<file path="src/rtl/vectored_interrupt_controller_if.sv">
// Interrupt controller bus: CPU-side strobes and requests in, status/take out.
// master = CPU/decoder side, slave = controller side.
interface vectored_interrupt_controller_if #(
  parameter int unsigned NUM_INT    = 4,
  parameter int unsigned ADDR_WIDTH = 16
);
  logic                  COMMIT;
  logic                  EIX;
  logic                  DIX;
  logic                  RETIX;
  logic [NUM_INT-1:0]    INT;
  logic                  MASK_WR;
  logic [NUM_INT-1:0]    MASK_DIN;
  logic [NUM_INT-1:0]    MASK;
  logic [NUM_INT-1:0]    PENDING;
  logic [NUM_INT-1:0]    IN_SERVICE;
  logic                  IE;
  logic                  INT_TAKE;
  logic [ADDR_WIDTH-1:0] VECTOR;
  logic                  CC_SAVE;
  logic                  CC_RESTORE;

  modport master (
    output COMMIT, EIX, DIX, RETIX, INT,
    output MASK_WR, MASK_DIN,
    input  MASK, PENDING, IN_SERVICE, IE,
    input  INT_TAKE, VECTOR, CC_SAVE, CC_RESTORE
  );

  modport slave (
    input  COMMIT, EIX, DIX, RETIX, INT,
    input  MASK_WR, MASK_DIN,
    output MASK, PENDING, IN_SERVICE, IE,
    output INT_TAKE, VECTOR, CC_SAVE, CC_RESTORE
  );
endinterface

</file>
<file path="src/rtl/vectored_interrupt_controller.sv">
// N-channel fixed-priority nesting interrupt controller with vectored take.
// Ports: CLK, RESET (sync, active-high), bus (slave modport of the _if).
module vectored_interrupt_controller #(
  parameter int unsigned          NUM_INT       = 4,
  parameter int unsigned          ADDR_WIDTH    = 16,
  parameter logic [ADDR_WIDTH-1:0] VECTOR_BASE  = 'h0004,
  parameter int unsigned          VECTOR_STRIDE = 4,
  parameter logic [NUM_INT-1:0]   EDGE_SENSE    = '1
) (
  input logic CLK,
  input logic RESET,
  vectored_interrupt_controller_if.slave bus
);

  localparam int unsigned IDX_W =
    (NUM_INT > 1) ? $clog2(NUM_INT) : 1;
  localparam logic [ADDR_WIDTH-1:0] STRIDE =
    ADDR_WIDTH'(VECTOR_STRIDE);

  logic [NUM_INT-1:0]    sync1;
  logic [NUM_INT-1:0]    sync2;
  logic [NUM_INT-1:0]    prev;
  logic [1:0]            warm;
  logic [NUM_INT-1:0]    pend;
  logic [NUM_INT-1:0]    in_svc;
  logic [NUM_INT-1:0]    mask;
  logic                  ie;
  logic                  take_q;
  logic                  rest_q;
  logic [ADDR_WIDTH-1:0] vec;

  logic [NUM_INT-1:0]    rise;
  logic [NUM_INT-1:0]    below;
  logic [NUM_INT-1:0]    elig;
  logic [NUM_INT-1:0]    win_oh;
  logic [NUM_INT-1:0]    svc_low;
  logic [NUM_INT-1:0]    clr;
  logic [NUM_INT-1:0]    pend_nxt;
  logic [IDX_W-1:0]      win_idx;
  logic                  win_vld;
  logic                  take_go;
  logic                  ret_go;
  logic                  blocked;

  // prev is held at 1 until the synchroniser carries real samples, so
  // an input already high across reset needs a fresh rise to latch.
  assign rise = sync2 & ~prev;

  always_comb begin
    below   = '0;
    blocked = 1'b0;
    for (int i = 0; i < int'(NUM_INT); i++) begin
      blocked  = blocked | in_svc[i];
      below[i] = ~blocked;
    end
  end

  assign svc_low = in_svc & (~in_svc + NUM_INT'(1));
  assign elig    = pend & mask & below & {NUM_INT{ie}};
  assign win_oh  = elig & (~elig + NUM_INT'(1));
  assign win_vld = |elig;

  always_comb begin
    win_idx = '0;
    for (int i = 0; i < int'(NUM_INT); i++) begin
      if (win_oh[i]) win_idx = IDX_W'(i);
    end
  end

  assign take_go = bus.COMMIT & win_vld & ~bus.EIX
                 & ~bus.DIX & ~bus.RETIX;
  assign ret_go  = bus.COMMIT & bus.RETIX & (|in_svc);
  assign clr     = take_go ? win_oh : '0;

  // Edge channels: set beats take-clear. Level channels track sync2.
  assign pend_nxt = (EDGE_SENSE & ((pend & ~clr) | rise))
                  | (~EDGE_SENSE & sync2);

  always_ff @(posedge CLK) begin
    if (RESET) begin
      sync1  <= '0;
      sync2  <= '0;
      prev   <= '1;
      warm   <= '0;
      pend   <= '0;
      in_svc <= '0;
      mask   <= '0;
      ie     <= 1'b0;
      take_q <= 1'b0;
      rest_q <= 1'b0;
      vec    <= '0;
    end else begin
      sync1  <= bus.INT;
      sync2  <= sync1;
      warm   <= {warm[0], 1'b1};
      prev   <= warm[1] ? sync2 : '1;
      pend   <= pend_nxt;
      in_svc <= (in_svc | clr)
              & ~(ret_go ? svc_low : '0);
      if (bus.MASK_WR) mask <= bus.MASK_DIN;
      if (bus.COMMIT & bus.DIX)      ie <= 1'b0;
      else if (bus.COMMIT & bus.EIX) ie <= 1'b1;
      take_q <= take_go;
      rest_q <= ret_go;
      if (take_go)
        vec <= VECTOR_BASE + ADDR_WIDTH'(win_idx) * STRIDE;
    end
  end

  assign bus.MASK       = mask;
  assign bus.PENDING    = pend;
  assign bus.IN_SERVICE = in_svc;
  assign bus.IE         = ie;
  assign bus.INT_TAKE   = take_q;
  assign bus.CC_SAVE    = take_q;
  assign bus.VECTOR     = vec;
  assign bus.CC_RESTORE = rest_q;

endmodule

</file>
<file path="src/flat_wrapper.sv">
// flat-port wrapper written by rule: the top's interface ports become plain ports
module vectored_interrupt_controller_flat 
#(
  parameter int unsigned          NUM_INT       = 4,
  parameter int unsigned          ADDR_WIDTH    = 16,
  parameter logic [ADDR_WIDTH-1:0] VECTOR_BASE  = 'h0004,
  parameter int unsigned          VECTOR_STRIDE = 4,
  parameter logic [NUM_INT-1:0]   EDGE_SENSE    = '1
)
  (CLK, RESET, bus_COMMIT, bus_EIX, bus_DIX, bus_RETIX, bus_INT, bus_MASK_WR, bus_MASK_DIN, bus_MASK, bus_PENDING, bus_IN_SERVICE, bus_IE, bus_INT_TAKE, bus_VECTOR, bus_CC_SAVE, bus_CC_RESTORE);
  vectored_interrupt_controller_if #(.NUM_INT(NUM_INT), .ADDR_WIDTH(ADDR_WIDTH)) bus_i ();
  input logic CLK;
  input logic RESET;
  input wire logic [$bits(bus_i.COMMIT)-1:0] bus_COMMIT;
  input wire logic [$bits(bus_i.EIX)-1:0] bus_EIX;
  input wire logic [$bits(bus_i.DIX)-1:0] bus_DIX;
  input wire logic [$bits(bus_i.RETIX)-1:0] bus_RETIX;
  input wire logic [$bits(bus_i.INT)-1:0] bus_INT;
  input wire logic [$bits(bus_i.MASK_WR)-1:0] bus_MASK_WR;
  input wire logic [$bits(bus_i.MASK_DIN)-1:0] bus_MASK_DIN;
  output wire logic [$bits(bus_i.MASK)-1:0] bus_MASK;
  output wire logic [$bits(bus_i.PENDING)-1:0] bus_PENDING;
  output wire logic [$bits(bus_i.IN_SERVICE)-1:0] bus_IN_SERVICE;
  output wire logic [$bits(bus_i.IE)-1:0] bus_IE;
  output wire logic [$bits(bus_i.INT_TAKE)-1:0] bus_INT_TAKE;
  output wire logic [$bits(bus_i.VECTOR)-1:0] bus_VECTOR;
  output wire logic [$bits(bus_i.CC_SAVE)-1:0] bus_CC_SAVE;
  output wire logic [$bits(bus_i.CC_RESTORE)-1:0] bus_CC_RESTORE;
  assign bus_i.COMMIT = bus_COMMIT;
  assign bus_i.EIX = bus_EIX;
  assign bus_i.DIX = bus_DIX;
  assign bus_i.RETIX = bus_RETIX;
  assign bus_i.INT = bus_INT;
  assign bus_i.MASK_WR = bus_MASK_WR;
  assign bus_i.MASK_DIN = bus_MASK_DIN;
  assign bus_MASK = bus_i.MASK;
  assign bus_PENDING = bus_i.PENDING;
  assign bus_IN_SERVICE = bus_i.IN_SERVICE;
  assign bus_IE = bus_i.IE;
  assign bus_INT_TAKE = bus_i.INT_TAKE;
  assign bus_VECTOR = bus_i.VECTOR;
  assign bus_CC_SAVE = bus_i.CC_SAVE;
  assign bus_CC_RESTORE = bus_i.CC_RESTORE;
  vectored_interrupt_controller #(.NUM_INT(NUM_INT), .ADDR_WIDTH(ADDR_WIDTH), .VECTOR_BASE(VECTOR_BASE), .VECTOR_STRIDE(VECTOR_STRIDE), .EDGE_SENSE(EDGE_SENSE)) u_core (.CLK(CLK), .RESET(RESET), .bus(bus_i));
endmodule
</file>
<file path="config.mk">
export PLATFORM = sky130hd
export DESIGN_NAME = vectored_interrupt_controller_flat
export DESIGN_NICKNAME = d
export VERILOG_FILES = /design/src/rtl/vectored_interrupt_controller_if.sv /design/src/rtl/vectored_interrupt_controller.sv /design/src/flat_wrapper.sv
export SDC_FILE = /design/constraint.sdc
export NUM_CORES = 1
export LEC_CHECK = 0
export CAP_MARGIN = 10
export CORE_MARGIN = 4
export CORE_UTILIZATION = 39
export DETAILED_ROUTE_END_ITERATION = 7
export GPL_ROUTABILITY_DRIVEN = 0
export GPL_TIMING_DRIVEN = 0
export PLACE_DENSITY = 0.75
export SLEW_MARGIN = 20
export SYNTH_ARGS = -nofsm -noshare
export SYNTH_HDL_FRONTEND = slang
export SYNTH_SLANG_ARGS = --single-unit
</file>
<file path="constraint.sdc">
create_clock -name CLK -period 1.67 [get_ports CLK]
set_input_delay 0.4175 -clock CLK [delete_from_list [all_inputs] [get_ports CLK]]
set_output_delay 0.4175 -clock CLK [all_outputs]
set_load 0.02 [all_outputs]
</file>
== Word-level counts from Yosys, hierarchy flattened ==
Cells that the tools add are included.
Storage, ports and cells
  input port bits: 15
  output and inout bits: 32
  register bits after elaboration: 45
  word-level logic and storage cells: 59
Operators by class
  add/subtract/negate cells: 3
  muxes and demuxes: 6
  bitwise gates (word level): 34
  reduce and logical (&&, ||, !) cells: 4
Operators with widths (number)
  bitwise AND 4 bit: 8
  NOT 4 bit: 5
  adder 4 x 1 -> 4 bit, second input constant: 2
  bitwise AND 1 bit: 8
  2-to-1 mux 4 bit: 2
  NOT 1 bit: 8
  bitwise OR 4 bit: 2
  OR reduction 4 bit: 2
  adder 3 x 4 -> 5 bit, first input constant: 1
  2-to-1 mux 2 bit: 2
  OR reduction 2 bit: 2
  bitwise OR 1 bit: 3
  2-to-1 mux 1 bit: 2

== Logic depth before layout (Yosys ltp) ==
Gate-level depths: netlist of run 1.
  depth in word-level cells: 15
  mapped depth: 7
  gate-level depth less buffers: 7

== Least setup slack after synthesis of run 1 ==
OpenSTA, ideal clock, no wires.
  path type: flip-flop to flip-flop
  from: register u_core.in_svc[0], in the netlist u_core.bus.IN_SERVICE[0]
  to: register u_core.pend[2], in the netlist u_core.bus.PENDING[2]
  data required time: 1.554 ns
  cell stages (with the launch flop): 5
  path buffers: 0
  data arrival time: 1.560 ns
  setup slack: -0.005 ns
  path through: dfxtp_1 > and4bb_1 > a21o_1 > or3_1 > a31o_1
On the way
  word-level cells in the longest chain between the ends: 15
Ends and longest elaborated chain
  from (decl): RTL line vectored_interrupt_controller.sv:25  | logic [NUM_INT-1:0] in_svc;
  from (signal assigned): RTL line vectored_interrupt_controller.sv:98  | in_svc <= (in_svc | clr)
  bitwise OR 1 bit (3 in series): RTL line vectored_interrupt_controller.sv:53  | blocked = blocked | in_svc[i];
  NOT 1 bit: RTL line vectored_interrupt_controller.sv:54  | below[i] = ~blocked;
  bitwise AND 4 bit * (2 in series): RTL line vectored_interrupt_controller.sv:59  | assign elig = pend & mask & below & {NUM_INT{ie}};
  OR reduction 4 bit: RTL line vectored_interrupt_controller.sv:61  | assign win_vld = |elig;
  bitwise AND 1 bit (2 in series): RTL line vectored_interrupt_controller.sv:70  | assign take_go = bus.COMMIT & win_vld & ~bus.EIX
  bitwise AND 1 bit (2 in series): RTL line vectored_interrupt_controller.sv:71  | & ~bus.DIX & ~bus.RETIX;
  2-to-1 mux 4 bit *: RTL line vectored_interrupt_controller.sv:73  | assign clr = take_go ? win_oh : '0;
  NOT 4 bit *: RTL line vectored_interrupt_controller.sv:76  | assign pend_nxt = (EDGE_SENSE & ((pend & ~clr) | rise))
  bitwise AND 4 bit *: RTL line vectored_interrupt_controller.sv:76
  bitwise OR 4 bit *: RTL line vectored_interrupt_controller.sv:76
  to (signal assigned): RTL line vectored_interrupt_controller.sv:97  | pend <= pend_nxt;
  to (decl): RTL line vectored_interrupt_controller.sv:24  | logic [NUM_INT-1:0] pend;
Mark *: on every way between the ends. The rest lies on a longest branch, timed or not.
A chain may end at the register's enable or synchronous reset.

== Worst setup path in the final report of run 1 ==
  from: register u_core.in_svc[0], in the netlist u_core.bus.IN_SERVICE[0]
  to: register u_core.vec[3], in the netlist u_core.bus.VECTOR[3]
On the way
  word-level cells in the longest chain between the ends: 11
Ends and longest elaborated chain
  bitwise OR 1 bit: RTL line vectored_interrupt_controller.sv:53
  NOT 1 bit / bitwise OR 1 bit (equally long branches): RTL line vectored_interrupt_controller.sv:54, vectored_interrupt_controller.sv:53
  bitwise AND 4 bit * (2 in series): RTL line vectored_interrupt_controller.sv:59
  NOT 4 bit / bitwise AND 4 bit (equally long branches): RTL line vectored_interrupt_controller.sv:60, vectored_interrupt_controller.sv:59
  adder 4 x 1 -> 4 bit, or another cell as far along: RTL line vectored_interrupt_controller.sv:60  | assign win_oh = elig & (~elig + NUM_INT'(1));
  bitwise AND 4 bit, or another cell as far along: RTL line vectored_interrupt_controller.sv:60
  2-to-1 mux 1 bit, or another cell as far along: RTL line vectored_interrupt_controller.sv:66  | if (win_oh[i]) win_idx = IDX_W'(i);
  2-to-1 mux 2 bit, or another cell as far along: RTL line vectored_interrupt_controller.sv:66
  2-to-1 mux 2 bit / bitwise AND 1 bit (equally long branches): RTL line vectored_interrupt_controller.sv:66, vectored_interrupt_controller.sv:71
  adder 3 x 4 -> 5 bit / bitwise AND 1 bit (equally long branches): RTL line vectored_interrupt_controller.sv:106, vectored_interrupt_controller.sv:71
  to (signal assigned): RTL line vectored_interrupt_controller.sv:106  | vec <= VECTOR_BASE + ADDR_WIDTH'(win_idx) * STRIDE;
  to (decl): RTL line vectored_interrupt_controller.sv:30  | logic [ADDR_WIDTH-1:0] vec;
Marked as above.

==> key figures, run 1 <==
Critical path
  – R2R Path End: u_core.bus.VECTOR[3]
  – Startpoint types: flip-flop
  – FF-to-FF setup slack: 0.007 ns
  – Data required time of the worst path: 1.89 ns
  – Crit Path Max Fanout: 8
  – Worst r2r src: u_core.bus.IN_SERVICE[0]
  – Crit path from: u_core.bus.IN_SERVICE[0]
  – R2r worst-path depth: 7
  – Crit path capture type: flip-flop
  – Worst setup endpoint: u_core.bus.VECTOR[3]
  – Arrival @ worst endpoint: 1.89 ns
  – Setup Crit Path Kind: flip-flop to flip-flop

Timing
  – Min Tclk post-route: 1.66 ns
  – Setup slack after layout: 0.00691 ns
  – Final hold vios: 0
  – Clock skew: 0.00687 ns
  – Slew Limit Fails: 0
  – Setup TNS: 0 ns
  – Final setup fails: 0
  – Final period util: 99.6%
  – Achievable Freq: 601 MHz
  – RSZ-0062 raised after global routing: true

Flow run
  – Max-cap violations: 0

Detailed routing
  – Highest routed layer: met4
  – Met1 Wirelength: 1070 um
  – DR vias: 1050
  – Routed wl met2: 1430 um
  – Final ANT Viol Nets: 0
  – Via/cell ratio: 4.67
  – Routed WL: 2790 um
  – WL met3: 253 um
  – Initial DRT Pass Iterations: 4
  – Avg WL per Cell: 12.4 um
  – DR iter-0 viols: 21
  – Remaining DRCs: 0

Floorplanning
  – Io pins: 47
  – Die area: 4190 um^2
  – Die width: 64.7 um
  – FP Rows: 20
  – Die height: 64.7 um
  – Starting density of the core: 41.1%
  – Core Region: 3050 um^2

Placement
  – Setup WS pre-CTS: -0.481 ns
  – DP Wirelength: 2060 um
  – Input/output buffers: 31

Clocking
  – Maximum buffer depth of the clock tree: 2
  – CTS Sinks: 32
  – Hold_buf cts: 0
  – Root cell of the clock tree: clkbuf_4
  – CTS tree: built
  – Clock-pin slew on the worst setup and hold paths: 0.10 ns
  – TritonCTS Buffers: 5
  – H-tree Lvls: 2
  – Worst-Skew Late Latency: 0.33 ns

Global routing
  – First-pass GRT wire length: 4580 um
  – Antenna violations before repair: 0
  – Vias in the first global route: 1019
  – Largest net degree at the start of global routing: 11
  – Total Routing Usage GR: 14.0%
  – Total gr overflow: 0

Pwr
  – Sw Share: 22.7%
  – Pwr Density: 854 nW/um^2
  – Seq pwr share: 52.8%
  – Leakage: 0.000816 uW
  – Net Sw Power: 343 uW
  – VDD IR max: 0.602 mV
  – Gate power share: 9.7%
  – Clock group share of total power: 37.5%
  – Internal power: 1170 uW

Finish
  – P&R area growth vs syn: 41.1%
  – N_diodes: 0
  – Proportion of layout cells with a drive suffix above 1: 20.4%
  – Fin nets: 196
  – Filler cells: 296

Synthesis
  – Mapped Avg Cell Area: 9.79 um^2
  – Top FF cell, synth: dfxtp_1
  – Async S/R FF share, synth: 0%
  – Leading cell types by count after synthesis: dfxtp_1, buf_4, nand2_1, nor2b_1, a21oi_1
  – Post-synth top area share: 51.1%
  – Synth cell types: 34
  – Syn. warnings: 0
  – Post-Syn Area: 1250 um^2
  – Area leader, netlist: dfxtp_1
  – Top cells by area, synth: dfxtp_1, buf_4, nor2b_1
  – Seq/Total Area, Yosys: 51.1%
  – Yosys reg bits: 32
  – Most common cell in the netlist: dfxtp_1
  – EDFF count, synth: 0
  – Cell count after synthesis: 128

Hold path
  – Hold WC Path Type: primary input to flip-flop

Outcome
  – Status: finished clean
-- state kept, by name (all words and copies together) (netlist names) --
name,flops
u_core.bus.MASK,4
u_core.sync2,4
u_core.bus.IE,1
u_core.sync1,4
u_core.warm,2
u_core.bus.IN_SERVICE,4
u_core.bus.CC_RESTORE,1
u_core.prev,4
u_core.bus.CC_SAVE,1
u_core.bus.VECTOR,3
u_core.bus.PENDING,4
-- layout by cell type (no fill, tap or decap), types with 6 or more instances in the layout --
cell type	Yosys	final
a21oi_1	10	9
conb_1	1	13
dfxtp_1	32	28
dlygate4sd2_1	0	23
clkdlybuf4s50_1	0	8
nor2_1	6	6
mux2i_1	6	6
nand2_1	12	11
buf_4	14	16
nor2b_1	12	12
-- how the worst min path moves through the flow --
stage / startpoint / endpoint / slack (ns) / cells past startpoint
floorplan: u_core.sync2[3] / u_core.prev[3] / 0.39 / 2
CTS: RESET / u_core.sync2[1] / 0.41 / 2
global route: RESET / u_core.sync2[1] / 0.45 / 2
finish: RESET / u_core.sync2[1] / 0.42 / 2
detailed placement: u_core.sync2[1] / u_core.prev[1] / 0.42 / 1
global placement: u_core.sync2[3] / u_core.prev[3] / 0.40 / 2
-- layout make-up --
cell class | instances | area, um^2 | share of cell area, %
clock inverters | 2 | 35.0 | 1.98
inverters | 2 | 7.51 | 0.424
flip-flops and latches | 32 | 648 | 36.6
clock buffers | 6 | 41.3 | 2.33
plain buffers | 18 | 120 | 6.79
multi-input cells | 88 | 566 | 32.0
well taps | 44 | 55.1 | 3.11
repair buffers | 33 | 297 | 16.8
-- metal layers --
layer / vias up / global-route usage (%)
met4: 0 / 3.96
met3: 6 / 7.45
met1: 486 / 15.4
met5: - / 0
li1: 518 / -
met2: 40 / 23.3
-- critical path, cell delays in order, from the launching register on --
cell,delay (ns)
dfxtp_4,0.39
nor4_4,0.28
and4_4,0.27
nand2_2,0.08
a21oi_2,0.16
ha_1,0.25
nand2_1,0.06
mux2i_1,0.07
-- per-stage QoR --
stage                     hold WS [ns]  power (uW)  area, um^2  utilization, %  instances
after global routing             0.448        1570        1770            58.0        225
after floorplan                  0.392         911        1300               -        140
after global placement           0.401         967        1670            54.5        215
after CTS                        0.408        1520        1740            57.1        224
after detailed placement         0.418         971        1670            54.5        215
final                            0.424        1510        1770            58.0        225
-- power by group through the flow --
stage	clock [uW]	sequential [uW]	combinational (uW)
final	567	797	147
after global routing	612	801	161
after CTS	579	799	147
after detailed placement	0	816	154
after global placement	0	816	152
after floorplan	0	823	88.2
-- timing repair --
item,4_1_cts,5_1_grt
buffers inserted,1,1
pin swaps,3,2
resized for setup,28,6
setup endpoints to repair,27,4
-- cell families after synthesis --
group / after synthesis / synth area share [%]
flip-flops: 32 / 51.1
buffers and inverters: 20 / 10.2
multiplexers: 6 / 4.79
AO/OA/AOI/OAI: 18 / 9.08
adder cells (fa/ha/maj): 1 / 0.998
AND/OR/NAND/NOR: 50 / 23.6
other: 1 / 0.299
(Power assumes the default switching activity.)
==> run 2: changes to the inputs <==
- CAP_MARGIN: 10 -> 40
==> results of run 2 <==
No change in the layout: final DEF, timing and power equal those of run 1.
==> run 3: changes to the inputs <==
- REMOVE_ABC_BUFFERS: not set -> 1
==> run 3 against run 2 <==
Effect of this change:
- the flow now finishes with violations (setup timing)
- clock skew rose by 0.0033 ns
- wire length is 5.0% lower
- fmax shrank 0.71%
- utilization shrank 2.7 points
- final cell count fell by 7.1%
- global-route usage down 1.4 points
- via count is 4.6% lower
- worst setup slack worse by 0.012 ns
- sequential power hardly changed
- sequential share of layout area up 1.7 points
- clock-buffer cell count decreased by 1
- non-clock buffer count fell by 16
- critical endpoint is now u_core.bus.PENDING[2]
==> key figures, run 3 (synthesis results as in run 1) <==
Outcome
  – Status: complete, but fails checks
  – Violated checks: setup timing

Pwr
  – Power Total: 1500 uW
  – VDD IR max: 0.538 mV
  – Leakage: 0.000743 uW
  – Pwr Density: 892 nW/um^2

Detailed routing
  – Remaining DRCs: 0
  – Avg WL per Cell: 12.7 um
  – Final ANT Viol Nets: 0
  – Initial DRT Pass Iterations: 4
  – Routed WL: 2650 um
  – Via/cell ratio: 4.79
  – DR vias: 1002
  – DR iter-0 viols: 26

Global routing
  – Vias in the first global route: 928
  – Met2 Track Usage GR: 22.9%
  – Global Route met3 Usage: 4.33%
  – Total Routing Usage GR: 12.6%
  – Antenna violations before repair: 0
  – Grt met1 use: 13.0%
  – First-pass GRT wire length: 4060 um
  – GR peak layer: met2
  – Total gr overflow: 0
  – Largest net degree at the start of global routing: 27

Finish
  – Proportion of layout cells with a drive suffix above 1: 15.8%
  – Final Cell Area: 1690 um^2
  – Commonest non-fill, non-tap cell in the layout: dfxtp_1
  – Fin cells: 209
  – Fin nets: 180
  – Most frequent cells in the layout: dfxtp_1, dlygate4sd2_1, conb_1
  – P&R area growth vs syn: 34.5%
  – N_diodes: 0

Clocking
  – Maximum buffer depth of the clock tree: 2
  – TritonCTS Buffers: 5
  – Root cell of the clock tree: clkbuf_4
  – Hold_buf cts: 0
  – Worst-Skew Late Latency: 0.33 ns
  – Clock-pin slew on the worst setup and hold paths: 0.11 ns
  – H-tree Lvls: 2
  – CTS tree: built
  – CTS Sinks: 32

Placement
  – Inst Count DP: 199
  – Placed inst area: 1560 um^2
  – Input/output buffers: 33
  – DP Wirelength: 1900 um

Critical path
  – Data required time of the worst path: 1.90 ns
  – Critical path's slowest cell: dfxtp_4
  – Arrival @ worst endpoint: 1.91 ns
  – Startpoint types: flip-flop
  – Sequence of cells on the critical path: buf_4 -> and4bb_1 -> a21o_1 -> or3_4 -> a31o_1
  – Crit Path Max Fanout: 6
  – Crit path capture type: flip-flop
  – Setup Crit Path Kind: flip-flop to flip-flop
  – Crit-path max cell delay: 0.41 ns

Hold path
  – Hold WC Path Type: flip-flop to flip-flop

Timing
  – Clock skew: 0.0101 ns
  – Final hold vios: 0
  – Min Tclk post-route: 1.68 ns
  – Achievable Freq: 597 MHz
  – Final period util: 100%
  – Worst-Margin Slew: 0.513 ns
  – Final setup fails: 1
  – Setup slack after layout: -0.00505 ns
  – RSZ-0062 raised after global routing: true
  – Slew Limit Fails: 0
  – Relative slew slack: 65.8%

Floorplanning
  – FP Rows: 20
  – Starting density of the core: 41.1%
  – Die area: 4190 um^2
  – Die width: 64.7 um
  – Die height: 64.7 um
  – Io pins: 47
  – Core Region: 3050 um^2

Flow run
  – Max-cap violations: 0
## run 3: layout make-up
cell class              count  area (um^2)
inverters                   2         7.51
clock inverters             3         42.5
fillers                   291         1370
well taps                  44         55.1
clock buffers               5         37.5
flip-flops and latches     32          647
multi-input cells          88          579
repair buffers             35          318
## run 3: final timing paths
check                                 from               endpoint  slack (ns)  cells past startpoint
setup / recovery  u_core.bus.IN_SERVICE[0]  u_core.bus.PENDING[2]      -0.005                      5
hold / removal             u_core.sync2[3]         u_core.prev[3]        0.44                      2
setup reg to reg  u_core.bus.IN_SERVICE[0]  u_core.bus.PENDING[2]      -0.005                      5
hold reg to reg            u_core.sync2[3]         u_core.prev[3]        0.44                      2
## run 3: repair_timing
action | CTS | global route
pin swaps | 0 | 9
endpoints found under the setup margin | 31 | 5
gates resized for setup | 32 | 8
buffers inserted | 0 | 2
## run 3: critical path: cells and delay by family (launching register included)
| family | cells | cell delay, ns |
|---|---|---|
| AO/OA/AOI/OAI | 2 | 0.43 |
| flip-flops | 1 | 0.41 |
| buffers and inverters | 1 | 0.13 |
| AND/OR/NAND/NOR | 2 | 0.61 |
## run 3: where the power goes
group / internal [uW] / switching, uW
Clock: 312 / 271
Combinational: 51.0 / 73.5
Sequential: 785 / 12.8
Total: 1150 / 357
## run 3: per-stage QoR
stage	TNS, ns	hold WS, ns	util (%)	setup WS (ns)
after global routing	-0.134	0.464	55.2	-0.0581
after detailed placement	-9.85	0.416	51.2	-0.747
after CTS	0	0.445	53.9	0.0123
after floorplan	-0.00520	0.392	-	-0.00520
after global placement	-8.94	0.399	51.2	-0.714
final	-0.00505	0.436	55.2	-0.00505
## run 3: metal layers
metal | up-vias | routed length (um)
li1 | 486 | -
met1 | 455 | 1020
met5 | - | 0
met3 | 2 | 275
met4 | 0 | 16
met2 | 59 | 1340
